## src/rtl/wb_trace_buffer.sv

```systemverilog
// Writeback/branch trace buffer: a capture window of CYCLE_LIMIT cycles pushes qualified events into a FIFO.
// Optional macro TRACE_BRANCH_EN: taken branches also qualify as events and set rd_kind[1].
module wb_trace_buffer #(
  parameter int DATA_W      = 32,
  parameter int ADDR_W      = 4,
  parameter int DEPTH       = 16,
  parameter int CNT_W       = 16,
  parameter int CYCLE_LIMIT = 1500
) (
  input  logic                       clk,
  input  logic                       reset_n,
  input  logic                       arm,
  input  logic                       wb_en,
  input  logic [ADDR_W-1:0]          wb_addr,
  input  logic [DATA_W-1:0]          wb_data,
  input  logic                       branch_taken,
  input  logic                       rd_ready,
  output logic                       rd_valid,
  output logic [1:0]                 rd_kind,
  output logic [ADDR_W-1:0]          rd_addr,
  output logic [DATA_W-1:0]          rd_data,
  output logic [CNT_W-1:0]           rd_cycle,
  output logic [$clog2(DEPTH):0]     count,
  output logic                       overflow,
  output logic                       busy,
  output logic                       done
);

  localparam int PTR_W = $clog2(DEPTH);
  localparam int OCC_W = PTR_W + 1;
  localparam int ENT_W = 2 + ADDR_W + DATA_W + CNT_W;

  typedef enum logic [1:0] {S_IDLE, S_CAPTURE, S_DONE} state_t;

  state_t             state_q, state_d;
  logic [CNT_W-1:0]   cnt_q, cnt_d;
  logic [PTR_W-1:0]   wptr_q, wptr_d, rptr_q, rptr_d;
  logic [OCC_W-1:0]   count_q, count_d;
  logic               ovf_q, ovf_d;
  logic [ENT_W-1:0]   head_q, head_d;
  logic [ENT_W-1:0]   mem_q [DEPTH];

  logic br_ev, in_cap, start, last, push, pop, full, push_ok, drop;
  logic [ENT_W-1:0] entry;

`ifdef TRACE_BRANCH_EN
  assign br_ev = branch_taken;
`else
  // Branch input is tied off; the AND keeps it formally read without adding logic.
  assign br_ev = 1'b0 & branch_taken;
`endif

  assign in_cap  = (state_q == S_CAPTURE);
  assign start   = !in_cap && arm;
  assign last    = in_cap && (cnt_q == CNT_W'(CYCLE_LIMIT - 1));
  assign push    = in_cap && (wb_en || br_ev);
  assign pop     = rd_valid && rd_ready;
  assign full    = (count_q == OCC_W'(DEPTH));
  assign push_ok = push && (!full || pop);
  assign drop    = push && full && !pop;
  assign entry   = {br_ev, wb_en,
                    wb_en ? wb_addr : {ADDR_W{1'b0}},
                    wb_en ? wb_data : {DATA_W{1'b0}},
                    cnt_q};

  always_comb begin
    state_d = state_q;
    cnt_d   = cnt_q;
    wptr_d  = wptr_q;
    rptr_d  = rptr_q;
    count_d = count_q;
    ovf_d   = ovf_q;
    head_d  = head_q;
    if (start) begin
      state_d = S_CAPTURE;
      cnt_d   = '0;
      wptr_d  = '0;
      rptr_d  = '0;
      count_d = '0;
      ovf_d   = 1'b0;
    end else begin
      if (in_cap) begin
        cnt_d = cnt_q + CNT_W'(1);
        if (last) state_d = S_DONE;
      end
      if (pop)     rptr_d = rptr_q + PTR_W'(1);
      if (push_ok) wptr_d = wptr_q + PTR_W'(1);
      if (push_ok && !pop)      count_d = count_q + OCC_W'(1);
      else if (!push_ok && pop) count_d = count_q - OCC_W'(1);
      if (drop) ovf_d = 1'b1;
      // Head register tracks the next head; the freshly written entry is not in mem_q yet.
      if (count_d != '0)
        head_d = (push_ok && (rptr_d == wptr_q)) ? entry : mem_q[rptr_d];
    end
  end

  always_ff @(posedge clk or negedge reset_n) begin
    if (!reset_n) begin
      state_q <= S_IDLE;
      cnt_q   <= '0;
      wptr_q  <= '0;
      rptr_q  <= '0;
      count_q <= '0;
      ovf_q   <= 1'b0;
      head_q  <= '0;
    end else begin
      state_q <= state_d;
      cnt_q   <= cnt_d;
      wptr_q  <= wptr_d;
      rptr_q  <= rptr_d;
      count_q <= count_d;
      ovf_q   <= ovf_d;
      head_q  <= head_d;
    end
  end

  always_ff @(posedge clk) begin
    if (push_ok) mem_q[wptr_q] <= entry;
  end

  assign rd_valid = (count_q != '0);
  assign count    = count_q;
  assign overflow = ovf_q;
  assign busy     = (state_q == S_CAPTURE);
  assign done     = (state_q == S_DONE);
  assign rd_kind  = head_q[ENT_W-1 -: 2];
  assign rd_addr  = head_q[ADDR_W+DATA_W+CNT_W-1 -: ADDR_W];
  assign rd_data  = head_q[DATA_W+CNT_W-1 -: DATA_W];
  assign rd_cycle = head_q[CNT_W-1:0];

endmodule

```

## config.mk

```make
export PLATFORM = sky130hd
export DESIGN_NAME = wb_trace_buffer
export DESIGN_NICKNAME = d
export VERILOG_FILES = /design/src/rtl/wb_trace_buffer.sv
export SDC_FILE = /design/constraint.sdc
export NUM_CORES = 1
export LEC_CHECK = 0
export ABC_AREA = 1
export CAP_MARGIN = 30
export CELL_PAD_IN_SITES_DETAIL_PLACEMENT = 1
export CELL_PAD_IN_SITES_GLOBAL_PLACEMENT = 1
export CORE_UTILIZATION = 45
export DETAILED_ROUTE_END_ITERATION = 6
export PLACE_DENSITY = 0.71
export SYNTH_ARGS = -nofsm -noshare
export SYNTH_HDL_FRONTEND = slang
export SYNTH_SLANG_ARGS = --single-unit
```

## constraint.sdc

```tcl
create_clock -name clk -period 4.25 [get_ports clk]
set_input_delay 0.425 -clock clk [delete_from_list [all_inputs] [get_ports clk]]
set_output_delay 0.425 -clock clk [all_outputs]
set_load 0.01 [all_outputs]
```

Word-level counts from Yosys, hierarchy flattened
Memories as Yosys holds them, arrays and structs flattened. A register that Yosys moved wholly into a read port is not among the register bits.
Cells that the tools add are included.

word-level totals
  input port bits = 42
  output and inout bits = 63
  memories = 1
  register bits = 86
  ROM bits = 0
  memory bits (writable) = 848
  word-level logic and storage cells = 64
  latch bits = 0

operators by class
  equal/unequal tests = 5
  add/sub/neg operators = 5
  shift-type cells = 0
  reduce and logical (&&, ||, !) cells = 24
  $mul = 0
  mux-type cells = 21
  divide/modulo/power cells = 0
  bitwise gates (word level) = 1
  magnitude comparators = 0

memories
  memory  depth  width  rd ports  clocked after memory_dff  write ports  line  source
  mem_q   16     53     1         1                         1            41    logic [ENT_W-1:0] mem_q [DEPTH];

operator list
  kind                     number
  $mux W54                 1
  $mux W16                 2
  $mux W32                 1
  $mux W4                  6
  $mux W5                  4
  $add A16 B1 Y16 const B  1
  $eq A16 B11 Y1 const B   1
  $logic_and A1 B1 Y1      10
  $reduce_bool A5 Y1       2
  $add A4 B1 Y4 const B    2
  $reduce_bool A2 Y1       4
  $mux W2                  3
  $add A5 B1 Y5 const B    1
  $eq A5 B5 Y1 const B     1
  $logic_not A1 Y1         5
  $sub A5 B1 Y5 const B    1
  $eq A4 B4 Y1             1
  $mux W1                  4
  $reduce_and A2 Y1        2
  $eq A2 B1 Y1 const B     1
  $eq A2 B2 Y1 const B     1
  $logic_or A1 B1 Y1       1
  $not A1 Y1               1

Logic depth before layout (Yosys ltp)
  depth in word-level cells = 11
  depth in mapped cells = 17
  mapped depth without buffers = 15

Worst setup path before layout
No wires, ideal clock.

  kind = flip-flop to flip-flop
  from = register count_q[0] (netlist: count[0])
  to = memory mem_q[11][0] (netlist name), enable pin
  slack = 0.269 ns
  period minus slack after synthesis = 3.981 ns
  setup time = 0.464 ns
  buffers on the path = 0
  cell stages (with the launch flop) = 8
  required time = 3.786 ns
  arrival = 3.517 ns
  path through = dfrtp_1 -> inv_1 -> ha_1 -> nand2_1 -> nor2_2 -> nor2_4 -> nand2_1 -> nor2_1

between the ends
  longest elaborated chain between the ends = 6
  elaborated cells between the ends (all ways) = 8
  those cells by class = 1 x eq/ne; 2 x mux; 5 x reduce/logical

ends and longest elaborated chain
  element                                                  line     source
  start: declaration                                       38       logic [OCC_W-1:0] count_q, count_d;
  start signal: assignment                                 111      count_q <= count_d;
  $eq A5 B5 Y1 or $reduce_bool A5 Y1 (tied branches)       58, 121
  $logic_not A1 Y1 or $logic_and A1 B1 Y1 (tied branches)  59, 57
  $logic_or A1 B1 Y1 *                                     59       assign push_ok = push && (!full || pop);
  $logic_and A1 B1 Y1 *                                    59
  $mux W1 *                                                118      if (push_ok) mem_q[wptr_q] <= entry;
  $mux W1 (not written as such) *                          118
  end: declaration                                         41

Mark *: on every way between the ends. The rest lies on a longest branch, timed or not.

Final worst setup path
  from = register count_q[0] (netlist: count[0])
  to = register head_q[50], read port of mem_q

between the ends
  longest elaborated chain between the ends = 11
  elaborated cells between the ends (all ways) = 19
  those cells by class = 2 x add/sub; 1 x eq/ne; 5 x mux; 11 x reduce/logical

ends and longest elaborated chain
  element                                                  line     source
  $eq A5 B5 Y1 or $reduce_bool A5 Y1 (tied branches)       58, 121
  $logic_not A1 Y1 or $logic_and A1 B1 Y1 (tied branches)  59, 57
  $logic_or A1 B1 Y1                                       59
  $logic_and A1 B1 Y1                                      59
  $logic_not A1 Y1                                         89       else if (!push_ok && pop) count_d = count_q - OCC_W'(1);
  $logic_and A1 B1 Y1                                      89
  $mux W5                                                  89
  $mux W5                                                  88       if (push_ok && !pop) count_d = count_q + OCC_W'(1);
  $mux W5                                                  74       if (start) begin
  $reduce_bool A5 Y1                                       92       if (count_d != '0)
  $reduce_and A2 Y1 (no line)                              -
  end: declaration                                         40       logic [ENT_W-1:0] head_q, head_d;

Several ways; a longest one is shown, not always the timed one. The select of a mux whose other input is x is not followed.
A chain may end at the register's enable or synchronous reset.

==> results_dict.tcl <==
set metrics [dict create \
    clkPwrFrac 0.254 \
    power_frac_seq 0.352 \
    placedCellCount 5134 \
    slew_headroom 0.3775 \
    synth_top_family_by_area "simple AND/OR/NAND/NOR gates" \
    slowest_stage "dfrtp_1" \
    max-vdd-ir-drop_uv 780.0 \
    tightest_slew_ns 0.9337 \
    htreeDepth 3 \
    yosys.area_share.simple 0.2442 \
    die_w_um 304.6 \
    yosysWarnings 0 \
    firstDrtPassIters 7 \
    path_common_cell "nand2_1" \
    r2r_start "count[0]" \
    start_util 0.4563 \
    grt_usage 0.2641 \
    grt_pass1_wl_um 187600 \
    power_density_nw_per_um2 736.1 \
    reg2reg_depth 15 \
    synth_seq_cells 933 \
    period_needed_ns 3.360 \
    r2r_end "head_q[50]" \
    antenna_found_initial 0 \
    dp_hpwl_um 61380 \
    seq_area_frac_synth 0.6697 \
    syn_area_per_cell_sq_um 10.20 \
    synthAdderAreaFrac 0.002430 \
    viasPerCell 5.607 \
    area_growth_syn_to_layout_pct 13.63 \
    io_pins 105 \
    synthArstFlopShare 0.09110 \
    crit_chain "inv_1 > ha_1 > nand3_4 > nand2_4 > nand2_8 > nand2_4 > nand2_1 > nand2_1 > a21oi_1 > nand3_4 > buf_12 > nor2_1 > nor2_1 > nand2_1 > nand2_1" \
    maxCapViolations 0 \
    p_leak_nw 19.59 \
    layout_commonest_cell "nand2_1" \
    grt_pass1_vias 31650 \
    comb_power_share 0.395 \
    worst_setup_hold_path_clk_slew_ns 0.07 \
    finalMaxSlewViolations 0 \
    cts_hold_buf 1 \
    path_max_fanout 49 \
    setup_slack_ns 0.8898 \
    criticalPathCategory "flip-flop to flip-flop" \
    synth-xor-area-share 0.001276 \
    die_h_um 304.6 \
    grt.overflow.total 0 \
    io_buffers 102 \
    r2r_setup_slack_ns 0.89 \
    hold_class "primary input to async pin" \
    drive_gt1_frac 0.05942 \
    rsz0062_at_grt "no" \
    outcome "completed" \
    syn-instance-count 4038 \
    cp.arrival_ns 3.90 \
    fmax_ghz 0.2976 \
    intPower_mw 20.70 \
    row_count 110 \
    ys_types 36 \
    layout_common_cells "nand2_1, nand3_1, edfxtp_1" \
    endpoint_kind "flip-flop" \
    cts_tree "built" \
    netlist_area_sq_um 41200 \
    p_sw_mw 13.76 \
    switching_share 0.3992 \
    fin_hold_ws_ns 0.2106 \
    fin_setup_tns_ns 0 \
    synth_edf_count 848 \
    cts.sinks 933 \
    hold_viol_final 0 \
    wl_per_cell_um 22.83 \
    clkLatencyLatePin_ns 0.67 \
    pre_cts_ws_ns 0.7095 \
    fin_nets 4109 \
    finClkSkew_ns 0.03341 \
    max_stage_delay_ns 0.42 \
    timing.final.crit_share 0.7906 \
    ys.flop_type "edfxtp_1" \
    core_area_sq_um 90290 \
    grt_max_degree 170 \
    dr_total_vias 29810 \
    finalSetupViolations 0 \
    gp_congestion 0.7332 \
    antenna_cells 0 \
    cts_made_buffers 98 \
    startpoint_type "flip-flop" \
    dieArea_sq_um 92760 \
    ant_nets 0 \
    drc 0 \
    post_cts_resize_count 0 \
    cts-root-buf "clkbuf_16" \
    instances_no_fill 5316 \
    cp.required_ns 4.79 \
    syn-num-nets 4088 \
    clockBufferDepth 3 \
    wirelength_um 121300 \
    cts_setup_buffers 0 \
    synthMuxAreaShare 0.0004859 \
    drt-initial-drc-count 2213 \
    synth_compound_area_frac 0.004161 \
]
[worst max-delay path by stage]
stage	start	end	cells after the start
global route	count[0]	head_q[9]	15
detailed placement	rd_ready	head_q[9]	13
global placement	rd_ready	head_q[9]	13
floorplan	count[0]	mem_q[11][0]	7
CTS	count[0]	head_q[9]	15
finish	count[0]	head_q[50]	15
[routing by layer]
layer / vias to the layer above / global-route usage / part of all wire
met4: 0 / 0.08175 / 0.025
met3: 197 / 0.03150 / 0.050
li1: 13490 / - / -
met5: - / 0 / 0
met1: 15290 / 0.3518 / 0.43
met2: 828 / 0.4516 / 0.49
[power by group through the flow]
stage	logic, mW	clock network (mW)	registers, mW
after floorplan	8.66	0	12.2
after global placement	13.2	0	12.2
after detailed placement	13.5	0	12.3
after CTS	13.7	8.88	12.1
after global routing	15.0	9.23	12.2
final	13.6	8.74	12.1
[sequential cells by signal, indices dropped and copies added (netlist names)]
signal	count
mem_q	848
head_q	53
cnt_q	16
count	5
rptr_q	4
wptr_q	4
state_q	2
overflow	1
[kinds of logic (layout without fill, tap and decap cells)]
kind of cell / count (synthesis) / in the layout
DFF: 933 / 933
and+or+nand+nor: 2312 / 2312
AOI/OAI and AO/OA: 29 / 29
muxes: 2 / 2
xor gates and xnor gates: 6 / 6
buffers and inverters: 747 / 849
other: 1 / 1
adders and majority gates: 8 / 8
[through the flow]
stage	total power, mW	util	instance area (sq um)
after floorplan	20.88	-	41200
after global placement	25.46	0.4822	43540
after detailed placement	25.82	0.4826	43570
after CTS	34.67	0.5185	46810
after global routing	36.43	0.5185	46810
final	34.46	0.5185	46810
[synthesized netlist by cell type, types with 8 or more instances]
library cell / instances / area share
clkbuf_1: 32 / 0.0029
ha_1: 8 / 0.0024
a21oi_1: 10 / 0.0012
buf_2: 159 / 0.019
dfrtp_1: 85 / 0.052
o21ai_0: 11 / 0.0013
inv_1: 488 / 0.044
buf_4: 34 / 0.0062
nand3_1: 1031 / 0.13
buf_6: 9 / 0.0025
buf_1: 17 / 0.0015
nor2_1: 149 / 0.014
edfxtp_1: 848 / 0.62
nand2_1: 1108 / 0.10
[critical path: cells and delay by family (launching register included)]
kind | cells | cell delay [ns]
and+or+nand+nor | 11 | 1.77
buffers and inverters | 2 | 0.48
DFF | 1 | 0.42
adders and majority gates | 1 | 0.29
AOI/OAI and AO/OA | 1 | 0.23
[cell type report]
| type | instances | area, sq um |
|---|---|---|
| Fill cell | 9722 | 43470 |
| Multi-Input combinational cell | 2358 | 10620 |
| Timing Repair Buffer | 172 | 2024 |
| Clock inverter | 57 | 603.1 |
| Sequential cell | 933 | 27590 |
| Tap cell | 1176 | 1471 |
| Inverter | 496 | 1873 |
| Clock buffer | 124 | 2633 |
(Power assumes the default switching activity.)
